## config.mk

```make
export PLATFORM = sky130hd
export DESIGN_NAME = bfloat16_row_norm
export DESIGN_NICKNAME = d
export VERILOG_FILES = /design/src/rtl/bfloat16_row_norm.sv
export SDC_FILE = /design/constraint.sdc
export NUM_CORES = 1
export LEC_CHECK = 0
export CAP_MARGIN = 20
export CELL_PAD_IN_SITES_DETAIL_PLACEMENT = 1
export CELL_PAD_IN_SITES_GLOBAL_PLACEMENT = 1
export CORE_ASPECT_RATIO = 1.75
export CORE_MARGIN = 1
export CORE_UTILIZATION = 45
export DETAILED_ROUTE_END_ITERATION = 10
export GPL_ROUTABILITY_DRIVEN = 1
export GPL_TIMING_DRIVEN = 0
export PLACE_DENSITY = 0.88
export SYNTH_ARGS = -nofsm -noshare
export SYNTH_HDL_FRONTEND = slang
export SYNTH_SLANG_ARGS = --single-unit
export TNS_END_PERCENT = 50
```

## constraint.sdc

```tcl
create_clock -name clk -period 6.8 [get_ports clk]
set_clock_uncertainty 0.05 [all_clocks]
set_input_delay 1.36 -clock clk [delete_from_list [all_inputs] [get_ports clk]]
set_output_delay 1.36 -clock clk [all_outputs]
set_load 0.02 [all_outputs]
```

## src/rtl/bfloat16_row_norm.sv

```systemverilog
// bfloat16_row_norm
// Buffers a vector of non-negative bfloat16 elements while accumulating
// their sum with a truncating bfloat16 adder. It then replays every buffered
// element against the sum through an external combinational bfloat16_div
// and registers each quotient onto a valid/ready output stream.
//
// Ports
//   clk, rst            clock, synchronous active-high reset
//   in_valid/in_ready   input element handshake (ready only while accumulating)
//   in_data, in_last    bfloat16 element and end-of-vector marker
//   div_a, div_b        element / sum presented to the divider (0 while accumulating)
//   div_result          combinational quotient returned by the divider
//   out_valid/out_ready output quotient handshake
//   out_data, out_last  registered quotient and end-of-vector marker
//   ovf                 current/last vector was cut off at DEPTH elements
module bfloat16_row_norm #(
  parameter int WIDTH = 16,
  parameter int DEPTH = 16
) (
  input  logic             clk,
  input  logic             rst,
  input  logic             in_valid,
  output logic             in_ready,
  input  logic [WIDTH-1:0] in_data,
  input  logic             in_last,
  output logic [WIDTH-1:0] div_a,
  output logic [WIDTH-1:0] div_b,
  input  logic [WIDTH-1:0] div_result,
  output logic             out_valid,
  input  logic             out_ready,
  output logic [WIDTH-1:0] out_data,
  output logic             out_last,
  output logic             ovf
);

  localparam int AW = $clog2(DEPTH);
  localparam int CW = AW + 1;

  typedef enum logic [1:0] {ACCUM, PRIME, EMIT} state_t;

  state_t           state;
  state_t           state_nxt;
  logic [WIDTH-1:0] mem [DEPTH];
  logic [CW-1:0]    count;
  logic [AW-1:0]    rd_ptr;
  logic [WIDTH-1:0] sum;
  logic [WIDTH-1:0] elem;
  logic             accept;
  logic             vec_end;
  logic             trunc;
  logic             emit_hs;

  // Truncating bfloat16 add of two non-negative operands (sign bits dropped).
  // exp==0 counts as zero; any infinity, or an exponent overflow, saturates
  // to +inf, which then stays put because inf is absorbing here.
  function automatic logic [15:0] acc_add(input logic [14:0] x, input logic [14:0] y);
    logic [7:0] ex;
    logic [7:0] ey;
    logic [7:0] e_big;
    logic [7:0] d;
    logic [7:0] m_big;
    logic [7:0] m_sml;
    logic [7:0] m_sh;
    logic [8:0] m_sum;
    logic [7:0] e_out;
    logic [6:0] f_out;
    ex = x[14:7];
    ey = y[14:7];
    if (ex == 8'hFF || ey == 8'hFF) return 16'h7F80;
    if (ex == 8'h00) return (ey == 8'h00) ? 16'h0000 : {1'b0, y};
    if (ey == 8'h00) return {1'b0, x};
    if (ex >= ey) begin
      e_big = ex;
      d     = ex - ey;
      m_big = {1'b1, x[6:0]};
      m_sml = {1'b1, y[6:0]};
    end else begin
      e_big = ey;
      d     = ey - ex;
      m_big = {1'b1, y[6:0]};
      m_sml = {1'b1, x[6:0]};
    end
    // A shift of 8 or more empties the 8-bit mantissa entirely.
    m_sh  = (d >= 8'd8) ? 8'd0 : (m_sml >> d);
    m_sum = {1'b0, m_big} + {1'b0, m_sh};
    if (m_sum[8]) begin
      e_out = e_big + 8'd1;
      f_out = m_sum[7:1];
    end else begin
      e_out = e_big;
      f_out = m_sum[6:0];
    end
    if (e_out == 8'hFF) return 16'h7F80;
    return {1'b0, e_out, f_out};
  endfunction

  assign elem     = in_data & 16'h7FFF;
  assign in_ready = (state == ACCUM);
  assign accept   = in_valid & in_ready;
  assign vec_end  = in_last | (count == CW'(DEPTH - 1));
  // Only a forced stop at DEPTH counts as truncation; an explicit last wins.
  assign trunc    = (count == CW'(DEPTH - 1)) & ~in_last;
  assign emit_hs  = (state == EMIT) & out_valid & out_ready;
  assign div_a    = in_ready ? '0 : mem[rd_ptr];
  assign div_b    = in_ready ? '0 : sum;

  always_comb begin
    state_nxt = state;
    case (state)
      ACCUM:   if (accept && vec_end) state_nxt = PRIME;
      PRIME:   state_nxt = EMIT;
      EMIT:    if (emit_hs && out_last) state_nxt = ACCUM;
      default: state_nxt = ACCUM;
    endcase
  end

  always_ff @(posedge clk) begin
    if (rst) state <= ACCUM;
    else     state <= state_nxt;
  end

  // Element buffer: data only, never reset.
  always_ff @(posedge clk) begin
    if (accept) mem[count[AW-1:0]] <= elem;
  end

  always_ff @(posedge clk) begin
    if (rst) begin
      count     <= '0;
      sum       <= '0;
      rd_ptr    <= '0;
      out_valid <= 1'b0;
      out_last  <= 1'b0;
      out_data  <= '0;
      ovf       <= 1'b0;
    end else begin
      case (state)
        // Accumulate: store element, fold it into the running sum.
        ACCUM: begin
          if (accept) begin
            count <= count + CW'(1);
            sum   <= acc_add(sum[14:0], elem[14:0]);
            if (trunc)              ovf <= 1'b1;
            else if (count == '0)   ovf <= 1'b0;
            if (vec_end) rd_ptr <= '0;
          end
        end
        // Prime: capture the first quotient, point at the second element.
        PRIME: begin
          out_data  <= div_result;
          out_valid <= 1'b1;
          out_last  <= (count == CW'(1));
          rd_ptr    <= AW'(1);
        end
        // Emit: advance one quotient per output handshake.
        EMIT: begin
          if (out_valid && out_ready) begin
            if (out_last) begin
              out_valid <= 1'b0;
              out_last  <= 1'b0;
              count     <= '0;
              sum       <= '0;
              rd_ptr    <= '0;
            end else begin
              out_data <= div_result;
              rd_ptr   <= rd_ptr + AW'(1);
              out_last <= ({1'b0, rd_ptr} == count - CW'(1));
            end
          end
        end
        default: ;
      endcase
    end
  end

endmodule
```

# Word-level counts from Yosys, hierarchy flattened
# Memory sizes are Yosys's and may differ from the RTL's. A register that Yosys moved wholly into a read port is not among the register bits.
# Cells that the tools add are included.
# totals
regBits	46
latchBits	0
mem_bits_rw	240
rom_bits	0
input_bits	37
n_memories	1
# classes
n_addsub	7
n_mul	0
n_div	0
order_cmp	2
n_eq_ne	15
shift	1
mux	101
bitwise_logic	6
reduce_logical	19
# memory_table
name	depth	word_bits	read_ports	rd_clocked_by_memory_dff	write_ports	line_no	source
mem	16	15	1	1	1	43	logic [WIDTH-1:0] mem [DEPTH];
# op_table
cell	n
8-bit two-way mux	34
16-bit two-way mux	15
16-bit one-hot mux with 2 select lines	2
1-bit two-way mux	30
8-bit equality test, second input constant	3
4-bit two-way mux	6
7-bit two-way mux	3
8-bit zero test	2
8-bit subtractor	2
15-bit two-way mux	1
5-bit two-way mux	3
4-bit one-hot mux with 3 select lines	1
2-bit by 1-bit != test with 1-bit output, second input constant	5
5-bit one-hot mux with 2 select lines	1
8-bit by 8-bit adder with 9-bit output	1
3-bit AND reduction	3
8-bit by 1-bit adder with 8-bit output, second input constant	1
8-bit by 4-bit greater-or-equal comparator with 1-bit output, second input constant	1
8-bit greater-or-equal comparator	1
4-bit AND reduction	2
8-bit by 8-bit >> shifter with 8-bit output	1
2-bit one-hot mux with 3 select lines	1
2-bit nonzero test	3
5-bit by 1-bit adder with 5-bit output, second input constant	1
19 further kinds	28

# Depth between registers and ports, before layout
# Gate-level depths: netlist of the first run.
# logic_depth
word_depth	45
depth_mapped	26
depth_no_buf	23

# Least setup slack after synthesis of the first run
# Ideal clock, no wire load.
# synth_path
path_type	input port to flip-flop
start	input in_data[9]
end	register sum[13]
t_arrival_ps	6287
slack_ps	376
path_stages	24
path_buffers	4
cell_sequence	clkbuf_1 inv_1 ha_1 buf_4 nand3b_1 a31oi_2 nor3_2 clkbuf_1 clkbuf_1 mux2i_1 nand2_1 a311oi_1 ha_1 inv_1 fa_1 nor2b_1 o21ai_0 a21boi_0 o21ai_0 and2_1 o21ai_2 nor2_2 or3_1 a221oi_2
# synth_between
elab_chain_len	32
word_cells_on_any_way	74
classes_between	4 x add/sub; 2 x order compare; 2 x eq/ne; 1 x shift; 63 x mux; 2 x reduce/logical
# synth_rtl
element	line_no	source
start: declaration	24	input logic [WIDTH-1:0] in_data,
8-bit subtractor, or another cell as far along	79	d = ey - ex;
8-bit two-way mux or 7-bit two-way mux (tied branches)	72	if (ex >= ey) begin
8-bit two-way mux	72	
8-bit two-way mux	71	if (ey == 8'h00) return {1'b0, x};
8-bit two-way mux	70	if (ex == 8'h00) return (ey == 8'h00) ? 16'h0000 : {1'b0, y};
8-bit two-way mux	140	if (accept) begin
8-bit two-way mux	137	case (state)
8-bit two-way mux	128	if (rst) begin
[... 16 more ...]	n/a	
1-bit two-way mux	137	
1-bit two-way mux	128	
16-bit two-way mux	94	return {1'b0, e_out, f_out};
16-bit two-way mux	72	
16-bit two-way mux	71	
16-bit two-way mux (*)	70	
16-bit two-way mux (*)	140	
16-bit one-hot mux with 2 select lines (*)	137	
end signal: assignment	142	sum <= acc_add(sum[14:0], elem[14:0]);
end: declaration	46	logic [WIDTH-1:0] sum;
# Mark *: on every way between the ends. The rest lies on a longest branch, timed or not. The select of a mux whose other input is x is not followed.
# A chain may end at the register's enable or synchronous reset.

# Worst setup path in the final report of the first run
# layout_path
start	input in_data[7]
end	register sum[13]
# Same word-level chain as after synthesis.

==> results of run 1 <==
how the worst max path moves through the flow:
stage | to | cells past startpoint | from | slack, ns
floorplan | sum[13]$_SDFFE_PP0P_ | 24 | in_data[9] | 0.38
global placement | sum[13]$_SDFFE_PP0P_ | 23 | in_data[8] | -1.93
detailed placement | sum[13]$_SDFFE_PP0P_ | 23 | in_data[8] | -2.29
global route | sum[13]$_SDFFE_PP0P_ | 23 | in_data[8] | -0.008
finish | sum[13]$_SDFFE_PP0P_ | 24 | in_data[7] | 0.11
CTS | sum[13]$_SDFFE_PP0P_ | 23 | in_data[7] | 0.03
final cells by class:
type,count,area [um^2]
Timing Repair Buffer,106,1050
Buffer,53,239
Tap cell,387,484
Multi-Input combinational cell,645,5350
Sequential cell,289,8190
Clock inverter,16,141
Inverter,35,131
Clock buffer,30,664
Fill cell,3059,13800
timing repair:
item / CTS / global route
setup buffers: 2 / 4
endpoints found under the hold margin: 0 / 0
resized for setup: 57 / 18
pin swaps: 2 / 1
endpoints found under the setup margin: 15 / 15
flip-flops by register name (all words and copies together) (netlist names), named ones only:
register	flops
out_last	1
ovf	1
out_data	16
state	2
sum	15
out_valid	1
rd_ptr	4
count	5
mem	240
report_power, final:
| group | internal (uW) | switching (uW) |
|---|---|---|
| logic | 837 | 1390 |
| clock network | 780 | 650 |
| registers | 2070 | 125 |
worst max-delay path, cell delays in order:
cell and delay, ns:
buf_4 0.22, ha_1 0.27, fa_1 0.42, nand3b_1 0.24, a31oi_4 0.28, or3_1 0.14
clkbuf_4 0.22, buf_6 0.22, clkbuf_4 0.26, clkbuf_1 0.57, nand2_1 0.12, nand2_1 0.10
ha_2 0.21, inv_1 0.08, fa_1 0.44, nor2b_1 0.15, o21ai_1 0.13, a21boi_2 0.22
o21ai_0 0.17, and2_1 0.26, o21ai_4 0.23, nor2_2 0.15, or3_1 0.38, a221oi_2 0.21
routing by layer:
layer  global-route usage  up-vias
li1                     -     4155
met1                0.274     4894
met2                0.511      398
met3               0.0273      143
met4                0.146        0
met5                    0        -
placed cells by master, fill, tap and decap left out, types with 4 or more instances in the layout:
| cell | instances |
|---|---|
| clkdlybuf4s50_1 | 77 |
| buf_4 | 20 |
| nor2_2 | 11 |
| nor2_1 | 71 |
| clkbuf_1 | 38 |
| nand3_1 | 25 |
| nor3_1 | 12 |
| o21ai_0 | 33 |
| a21oi_1 | 59 |
| clkbuf_16 | 25 |
| o22ai_1 | 7 |
| and3_1 | 4 |
| nor4_1 | 5 |
| a22oi_1 | 5 |
| buf_1 | 6 |
| nor2b_1 | 32 |
| a31oi_1 | 6 |
| o31ai_1 | 6 |
| nand2_1 | 106 |
| clkbuf_4 | 5 |
| buf_8 | 8 |
| nand2b_1 | 14 |
| nor4b_1 | 6 |
| ha_1 | 33 |
| clkinv_2 | 8 |
| xnor2_1 | 16 |
| edfxtp_1 | 240 |
| and2_1 | 6 |
| inv_1 | 34 |
| mux4_2 | 75 |
| o211ai_1 | 8 |
| or3_1 | 5 |
| dfxtp_1 | 49 |
| o2111ai_1 | 6 |
| mux2i_1 | 21 |
| buf_2 | 5 |
kinds of logic after synthesis:
group                    count (synthesis)  synth area share
AND/OR/NAND/NOR                        314             0.109
flip-flops                             289             0.594
AO/OA/AOI/OAI                          172            0.0811
multiplexers                           101             0.142
buffers and inverters                   90            0.0263
adder cells (fa/ha/maj)                 37            0.0352
XOR/XNOR                                19            0.0121
other                                    1          0.000272
stage by stage:
step,util,area (um^2),hold slack [ns]
floorplan,-,13800,0.427
global placement,0.503,15100,0.392
detailed placement,0.510,15300,0.400
CTS,0.538,16200,0.410
global route,0.540,16200,0.435
finish,0.540,16200,0.407
==> results_dict.tcl, run 1 <==
set metrics [dict create \
    root_buffer "clkbuf_16" \
    drv_cap 0 \
    overflow 0 \
    r2r-end "sum[13]$_SDFFE_PP0P_" \
    top_layer_used "met4" \
    grt_pass1_wl_um 60800 \
    min_from "out_data[3]$_SDFFE_PP0P_" \
    min_period_over_period 0.983 \
    dieArea_um2 31400 \
    setup_tns_ns 0 \
    yosysTopAreaCellShare 0.523 \
    fmax_ghz 0.150 \
    routed_wl_um 40500 \
    ir_worst_vdd_mv 0.238 \
    finalSetupViolations 0 \
    initial_core_util 0.459 \
    power.density_nw_per_um2 360 \
    p_total_uw 5850 \
    ys_ff_latch 289 \
    drt-initial-drc-count 657 \
    drive_above_1_share 0.168 \
    yosysMostFrequentCell "edfxtp_1" \
    worstSkewPairLatency_ns 0.54 \
    hold_end "out_data[3]$_SDFFE_PP0P_" \
    p_leak_uw 0.00531 \
    rows 84 \
    antenna_found_initial 0 \
    avgViaCountPerCell 6.14 \
    ios 89 \
    numPortBuffers 85 \
    reg2regPathDepth 24 \
    hold_depth 2 \
    wl_per_cell_um 25.9 \
    critPathKind "input pin to flip-flop" \
    hp-class "flip-flop to flip-flop" \
    cts_sinks 289 \
    die-width_um 134 \
    hpwl_um 29000 \
    post-place-cells 1511 \
    final_max_slew_viol_count 0 \
    numCtsBuffers 25 \
    fin_nets 1229 \
    insertedDiodeCount 0 \
    met1Wirelength_um 13900 \
    period_minus_slack_ns 6.69 \
    ys.warnings.count 0 \
    synth.avg_cell_area_um2 13.5 \
    cts_tree "done" \
    drtPass1Iterations 5 \
    critical_path_arrival_ns 7.09 \
    wl_met2_um 22500 \
    grt_pass1_vias 10300 \
    gp_congestion 0.957 \
    track_usage 0.264 \
    rrSetupSlack_ns 0.43 \
    cts-hold-fix-buffers 0 \
    final_antenna_net_count 0 \
    synth_top_area_cell "edfxtp_1" \
    cts_buffer_depth 3 \
    start_kind "input pin" \
    synthDistinctLibCells 73 \
    relSlewSlack 0.288 \
    synth_flop_cell "edfxtp_1" \
    die_y_um 234 \
    h-tree-depth 1 \
    synthTopCellsByCount "edfxtp_1 (240), nand2_1 (106), nor2_1 (81)" \
    syn_area_um2 13800 \
    hold_viol 0 \
    core-area_um2 30100 \
    synth-edff-count 240 \
    syn_to_final_growth_pct 17.9 \
    wl_met3_um 1890 \
    tightest_slew_ns 1.07 \
    synthArstFlopShare 0 \
    r2r_start "sum[7]$_SDFFE_PP0P_" \
    required_ns 7.20 \
    status "finished, final reports clean" \
    seq_area_frac_synth 0.594 \
    synthesis.instances 1023 \
    clk_pin_slew_ns 0.06 \
    cp_max_fo 23 \
    drcViolationCount 0 \
    synthTopCellsByArea "edfxtp_1 (52%), mux4_2 (12%), dfxtp_1 (7.1%), ha_1 (3.1%), nand2_1 (2.9%)" \
    dpl_worst_slack_ns -2.29 \
    grt_start_max_net_pins 28 \
    fin_cells 1561 \
    dr_total_vias 9590 \
    fin_ws_ns 0.112 \
    endpoint_kind "flip-flop" \
]
Power figures use the tool's default switching activity.
==> run 2: changes to the inputs <==
HOLD_SLACK_MARGIN = 0.05   (was unset)
==> results of run 2 <==
Same layout as run 1: the final DEF is identical, and so are final timing and power.
